[config.mk]
export PLATFORM = sky130hd
export DESIGN_NAME = draw_arbiter
export DESIGN_NICKNAME = d
export VERILOG_FILES = /design/src/rtl/draw_arbiter.sv
export SDC_FILE = /design/constraint.sdc
export NUM_CORES = 1
export LEC_CHECK = 0
export CORE_MARGIN = 2
export CORE_UTILIZATION = 36
export DETAILED_ROUTE_END_ITERATION = 10
export PLACE_DENSITY = 0.79
export SLEW_MARGIN = 10
export SYNTH_ARGS = -nofsm -noshare
export SYNTH_HDL_FRONTEND = slang
export SYNTH_SLANG_ARGS = --single-unit
[constraint.sdc]
create_clock -name clock -period 1.54 [get_ports clock]
set_clock_uncertainty 0.1 [all_clocks]
set_input_delay 0.385 -clock clock [delete_from_list [all_inputs] [get_ports clock]]
set_output_delay 0.385 -clock clock [all_outputs]
set_load 0.05 [all_outputs]
[src/rtl/draw_arbiter.sv]
// rtl/draw_arbiter.sv - two-requester round-robin arbiter in front of the VGA box/pixel plotter
// Optional WAIT-state timeout enabled by defining DRAW_ARB_TIMEOUT_EN.
module draw_arbiter #(
    parameter logic [19:0] TIMEOUT_CYCLES = 20'd153600
) (
    input  logic       clock,
    input  logic       resetn,
    input  logic       req1,
    input  logic       req2,
    input  logic [7:0] x1,
    input  logic [7:0] y1,
    input  logic [7:0] x2,
    input  logic [7:0] y2,
    input  logic [2:0] colour1,
    input  logic [2:0] colour2,
    input  logic       full1,
    input  logic       full2,
    output logic       ack1,
    output logic       ack2,
    output logic [7:0] plot_x,
    output logic [7:0] plot_y,
    output logic [2:0] plot_colour,
    output logic       plot_full,
    output logic       plot_go,
    input  logic       plot_done,
    output logic [1:0] grant,
    output logic       busy,
    output logic       timeout_err
);

    typedef enum logic [1:0] {
        S_IDLE  = 2'd0,
        S_ISSUE = 2'd1,
        S_WAIT  = 2'd2,
        S_ACK   = 2'd3
    } state_t;

    state_t     state, state_next;
    logic [1:0] owner, owner_next;
    logic       last_served_2;
    logic       pick1;
    logic       wait_expired;

    // On a tie the requester that was not served last wins.
    always_comb begin
        pick1 = 1'b0;
        if (req1 && req2) begin
            pick1 = last_served_2;
        end else begin
            pick1 = req1;
        end
    end

    always_comb begin
        state_next = state;
        owner_next = owner;
        case (state)
            S_IDLE: begin
                if (req1 || req2) begin
                    state_next = S_ISSUE;
                    owner_next = pick1 ? 2'b01 : 2'b10;
                end
            end
            S_ISSUE: state_next = S_WAIT;
            S_WAIT: begin
                if (plot_done || wait_expired) begin
                    state_next = S_ACK;
                end
            end
            S_ACK:   state_next = S_IDLE;
            default: state_next = S_IDLE;
        endcase
    end

    always_ff @(posedge clock) begin
        if (!resetn) begin
            state         <= S_IDLE;
            owner         <= 2'b00;
            last_served_2 <= 1'b1;
            plot_x        <= 8'd0;
            plot_y        <= 8'd0;
            plot_colour   <= 3'd0;
            plot_full     <= 1'b0;
        end else begin
            state <= state_next;
            owner <= owner_next;
            if (state == S_IDLE && state_next == S_ISSUE) begin
                plot_x      <= pick1 ? x1 : x2;
                plot_y      <= pick1 ? y1 : y2;
                plot_colour <= pick1 ? colour1 : colour2;
                plot_full   <= pick1 ? full1 : full2;
            end
            if (state == S_ACK) begin
                last_served_2 <= owner[1];
            end
        end
    end

    assign busy    = (state != S_IDLE);
    assign plot_go = (state == S_ISSUE);
    assign grant   = busy ? owner : 2'b00;
    assign ack1    = (state == S_ACK) && owner[0];
    assign ack2    = (state == S_ACK) && owner[1];

`ifdef DRAW_ARB_TIMEOUT_EN
    logic [19:0] wait_cnt;
    logic        timeout_flag;

    // Counter restarts on every WAIT entry and parks once it has expired.
    always_ff @(posedge clock) begin
        if (!resetn) begin
            wait_cnt     <= 20'd0;
            timeout_flag <= 1'b0;
        end else begin
            if (state == S_ISSUE) begin
                wait_cnt <= 20'd0;
            end else if (state == S_WAIT && !wait_expired) begin
                wait_cnt <= wait_cnt + 20'd1;
            end
            if (state == S_WAIT && wait_expired && !plot_done) begin
                timeout_flag <= 1'b1;
            end
        end
    end

    assign wait_expired = (wait_cnt == TIMEOUT_CYCLES);
    assign timeout_err  = timeout_flag;
`else
    assign wait_expired = 1'b0;
    assign timeout_err  = 1'b0;
`endif

endmodule

==> flow_summary.ini, run 1 <==
[routing]
drt_iter0_markers = 82
via_per_inst = 5.51
routedWlPerCell_microns = 19.1
vias = 1587
dr.pass1.iters = 4
totalWireLength_mm = 5.51
drc = 0
ant_nets = 0

[cts]
cts.clk_slew.worst_paths_ns = 0.08
cts_tree = done
numCtsBuffers = 3
htree_num_levels = 1
cts_buffer_depth = 2
clock-sinks = 25
insertion_delay_ns = 0.26
postCtsHoldBufs = 0
root_buffer = clkbuf_8

[worst_setup_path]
critPathCapture = grant[1]
cp-end-kind = primary output
crit_type = reg2out
r2r_cells = 6
crit_path_start_kind = flip-flop
timing.rr.end = plot_y[4]$_SDFFE_PN0P_
startpoint = state[1]$_SDFF_PN0_
reg2reg_slack_ns = -0.15
critical_path_arrival_ns = 1.24
r2r_start = state[0]$_SDFF_PN0_
crit_required_ns = 1.05
worst-path-max-fanout = 3

[floorplan]
die_h_microns = 66.2
ios = 72
num_rows = 22
coreArea_sq_um = 3690
dieArea_sq_um = 4380
initial_core_util_pct = 37.8
fp.dieW_microns = 66.2

[place]
place_area_sq_um = 2520
dp_cells = 272
hpwl_mm = 3.05
io_buffer_count = 70
gp_congestion = 0.734

[grt]
grt_use_total_pct = 23.5
grt_pass1_vias = 1586
grt_pass1_wl_mm = 7.89
grt_overflow = 0
grt_max_degree = 22
antenna_found_initial = 0

[layout]
final_cells = 288
insertedDiodeCount = 0
fin_nets = 290
drive_gt1_share_pct = 48.3
area_delta_synth_final_pct = 113
stdcell_area_sq_um = 2970
fillers = 228

[yosys]
synthTopCellsByArea = dfxtp_1 (36%), a311oi_2 (22%), a21oi_1 (7.5%)
synth_cells = 154
async_flop_share_pct = 0
synth-edff-count = 0
synth_nets = 203
synth_compound_area_share_pct = 38.9
syn_area_sq_um = 1390
synthSimpleGateAreaFrac_pct = 13.6
yosys.area.top_type = dfxtp_1
synth_fa_ha_area_share_pct = 3.59
synth_top_cell_area_share_pct = 35.9
seq_area_frac_synth_pct = 35.9
synth.most_common_cell = dfxtp_1
yosysWarnings = 0
synthXorXnorAreaFrac_pct = 0
synth-main-ff-cell = dfxtp_1
synth.avg_cell_area_sq_um = 9.04
synth_top_family_by_area = compound AO/OA/AOI/OAI gates
ys_ff_latch = 25
synthDistinctLibCells = 25
synth_common_cells = dfxtp_1 (25), a21oi_1 (21), o21ai_0 (21)
muxShareOfSynthArea_pct = 0

[sta]
rsz0062_at_grt = yes
max_freq_ghz = 0.578
timing.final.ws_setup_ns = -0.189
min_period_ns = 1.73
setup_tns_ns = -3.05
setup_viol = 27
slew_violations = 0
post-route-period-util_pct = 112
finalHoldViolCount = 0

[power_and_ir_drop]
p_leak_nw = 1.10
peakVddDrop_v = 0.00160
power_density_nw_per_um2 = 2320

[status]
status = complete, but fails checks
violations = setup timing

[job]
cap_violations = 0

[worst_hold_path]
hold_path_class = reg2reg
==> layout by cell type (no fill, tap or decap), drive strengths merged <==
cell           count
conb               1
or3                1
nor2               2
o21ai             22
nand3             20
nand2b             1
nor2b              4
nand2              3
dfxtp             25
buf               50
clkbuf             6
a32oi              1
clkdlybuf4s50     42
ha                 4
a211o              1
a2bb2oi            1
dlymetal6s2s       2
a21oi             21
and2               7
inv                6
a311oi            20
==> worst min-delay path by stage <==
| stage | startpoint | to | slack (ns) | cells past startpoint |
|---|---|---|---|---|
| after CTS | owner[0]$_SDFFE_PN0P_ | owner[0]$_SDFFE_PN0P_ | 0.46 | 2 |
| after floorplan | owner[1]$_SDFFE_PN0P_ | owner[1]$_SDFFE_PN0P_ | 0.36 | 2 |
| after global placement | owner[0]$_SDFFE_PN0P_ | owner[0]$_SDFFE_PN0P_ | 0.39 | 2 |
| final | owner[0]$_SDFFE_PN0P_ | owner[0]$_SDFFE_PN0P_ | 0.45 | 2 |
| after detailed placement | owner[0]$_SDFFE_PN0P_ | owner[0]$_SDFFE_PN0P_ | 0.41 | 2 |
| after global routing | plot_y[0]$_SDFFE_PN0P_ | plot_y[0]$_SDFFE_PN0P_ | 0.49 | 2 |
==> flip-flops by register name, indices dropped and copies added (netlist names) <==
signal         flops
plot_y             8
last_served_2      1
owner              2
plot_x             8
plot_full          1
state              2
plot_colour        3
==> layer usage <==
| metal | track usage (%) | part of all wire [%] | up-vias |
|---|---|---|---|
| met2 | 44.8 | 56 | 64 |
| met1 | 27.1 | 39 | 769 |
| met5 | 0 | 0 | - |
| met4 | 4.34 | 1.1 | 0 |
| li1 | - | - | 750 |
| met3 | 4.43 | 4.4 | 4 |
==> power by group <==
group          total (mW)  switching [mW]  internal, mW  leakage (nW)
Sequential           1.40           0.440         0.961         0.207
Clock               0.387           0.202         0.185        0.0228
Combinational        5.09            2.54          2.56         0.874
Total                6.88            3.18          3.70          1.10
==> cell families after synthesis <==
logic type | count (synthesis)
compound gates | 66
simple gates | 35
flops | 25
buf+inv | 23
fa+ha+maj | 4
other cells | 1
==> stage by stage <==
step / worst slack (ns) / power [mW] / hold WS [ns] / utilization, %
2_1_floorplan: -0.00207 / 3.45 / 0.359 / -
3_3_place_gp: -0.378 / 5.19 / 0.388 / 68.2
3_5_place_dp: -0.447 / 5.27 / 0.413 / 68.2
4_1_cts: -0.158 / 6.27 / 0.457 / 74.9
5_1_grt: -0.229 / 7.16 / 0.491 / 80.5
6_report: -0.189 / 6.88 / 0.454 / 80.5
==> timing repair <==
action / 4_1_cts / 5_1_grt
hold endpoints to repair: 0 / 0
gates resized for setup: 44 / 21
endpoints found under the setup margin: 27 / 27
cloned: 3 / 3
pin swaps: 3 / 4
setup buffers: 3 / 3
==> area by class of cell <==
class	instances	area [sq um]	share of cell area, %
clock buffers	4	45.0	1.52
inverters	6	25.0	0.842
multi-input cells	109	1040	35.2
flip-flops and latches	25	503	16.9
well taps	48	60.1	2.02
repair buffers	96	1290	43.5
==> critical path: stages (launching register included) <==
cell,delay [ns]
dfxtp_2,0.36
inv_2,0.07
ha_4,0.16
buf_6,0.13
nor2b_4,0.12
buf_12,0.14
No activity file was read; power rests on OpenSTA's default activity.
==> run 2, diff against run 1 <==
--- a/config.mk
+++ b/config.mk
@@ -5,6 +5,7 @@
 export SDC_FILE = /design/constraint.sdc
 export NUM_CORES = 1
 export LEC_CHECK = 0
+export CAP_MARGIN = 20
 export CORE_MARGIN = 2
 export CORE_UTILIZATION = 36
 export DETAILED_ROUTE_END_ITERATION = 10
==> results of run 2 <==
The final DEF is identical to that of run 1; final timing and power are the same.
==> run 3, diff against run 2 <==
--- a/config.mk
+++ b/config.mk
@@ -9,6 +9,7 @@
 export CORE_MARGIN = 2
 export CORE_UTILIZATION = 36
 export DETAILED_ROUTE_END_ITERATION = 10
+export HOLD_SLACK_MARGIN = 0.03
 export PLACE_DENSITY = 0.79
 export SLEW_MARGIN = 10
 export SYNTH_ARGS = -nofsm -noshare
==> results of run 3 <==
The final DEF is identical to that of run 1; final timing and power are the same.
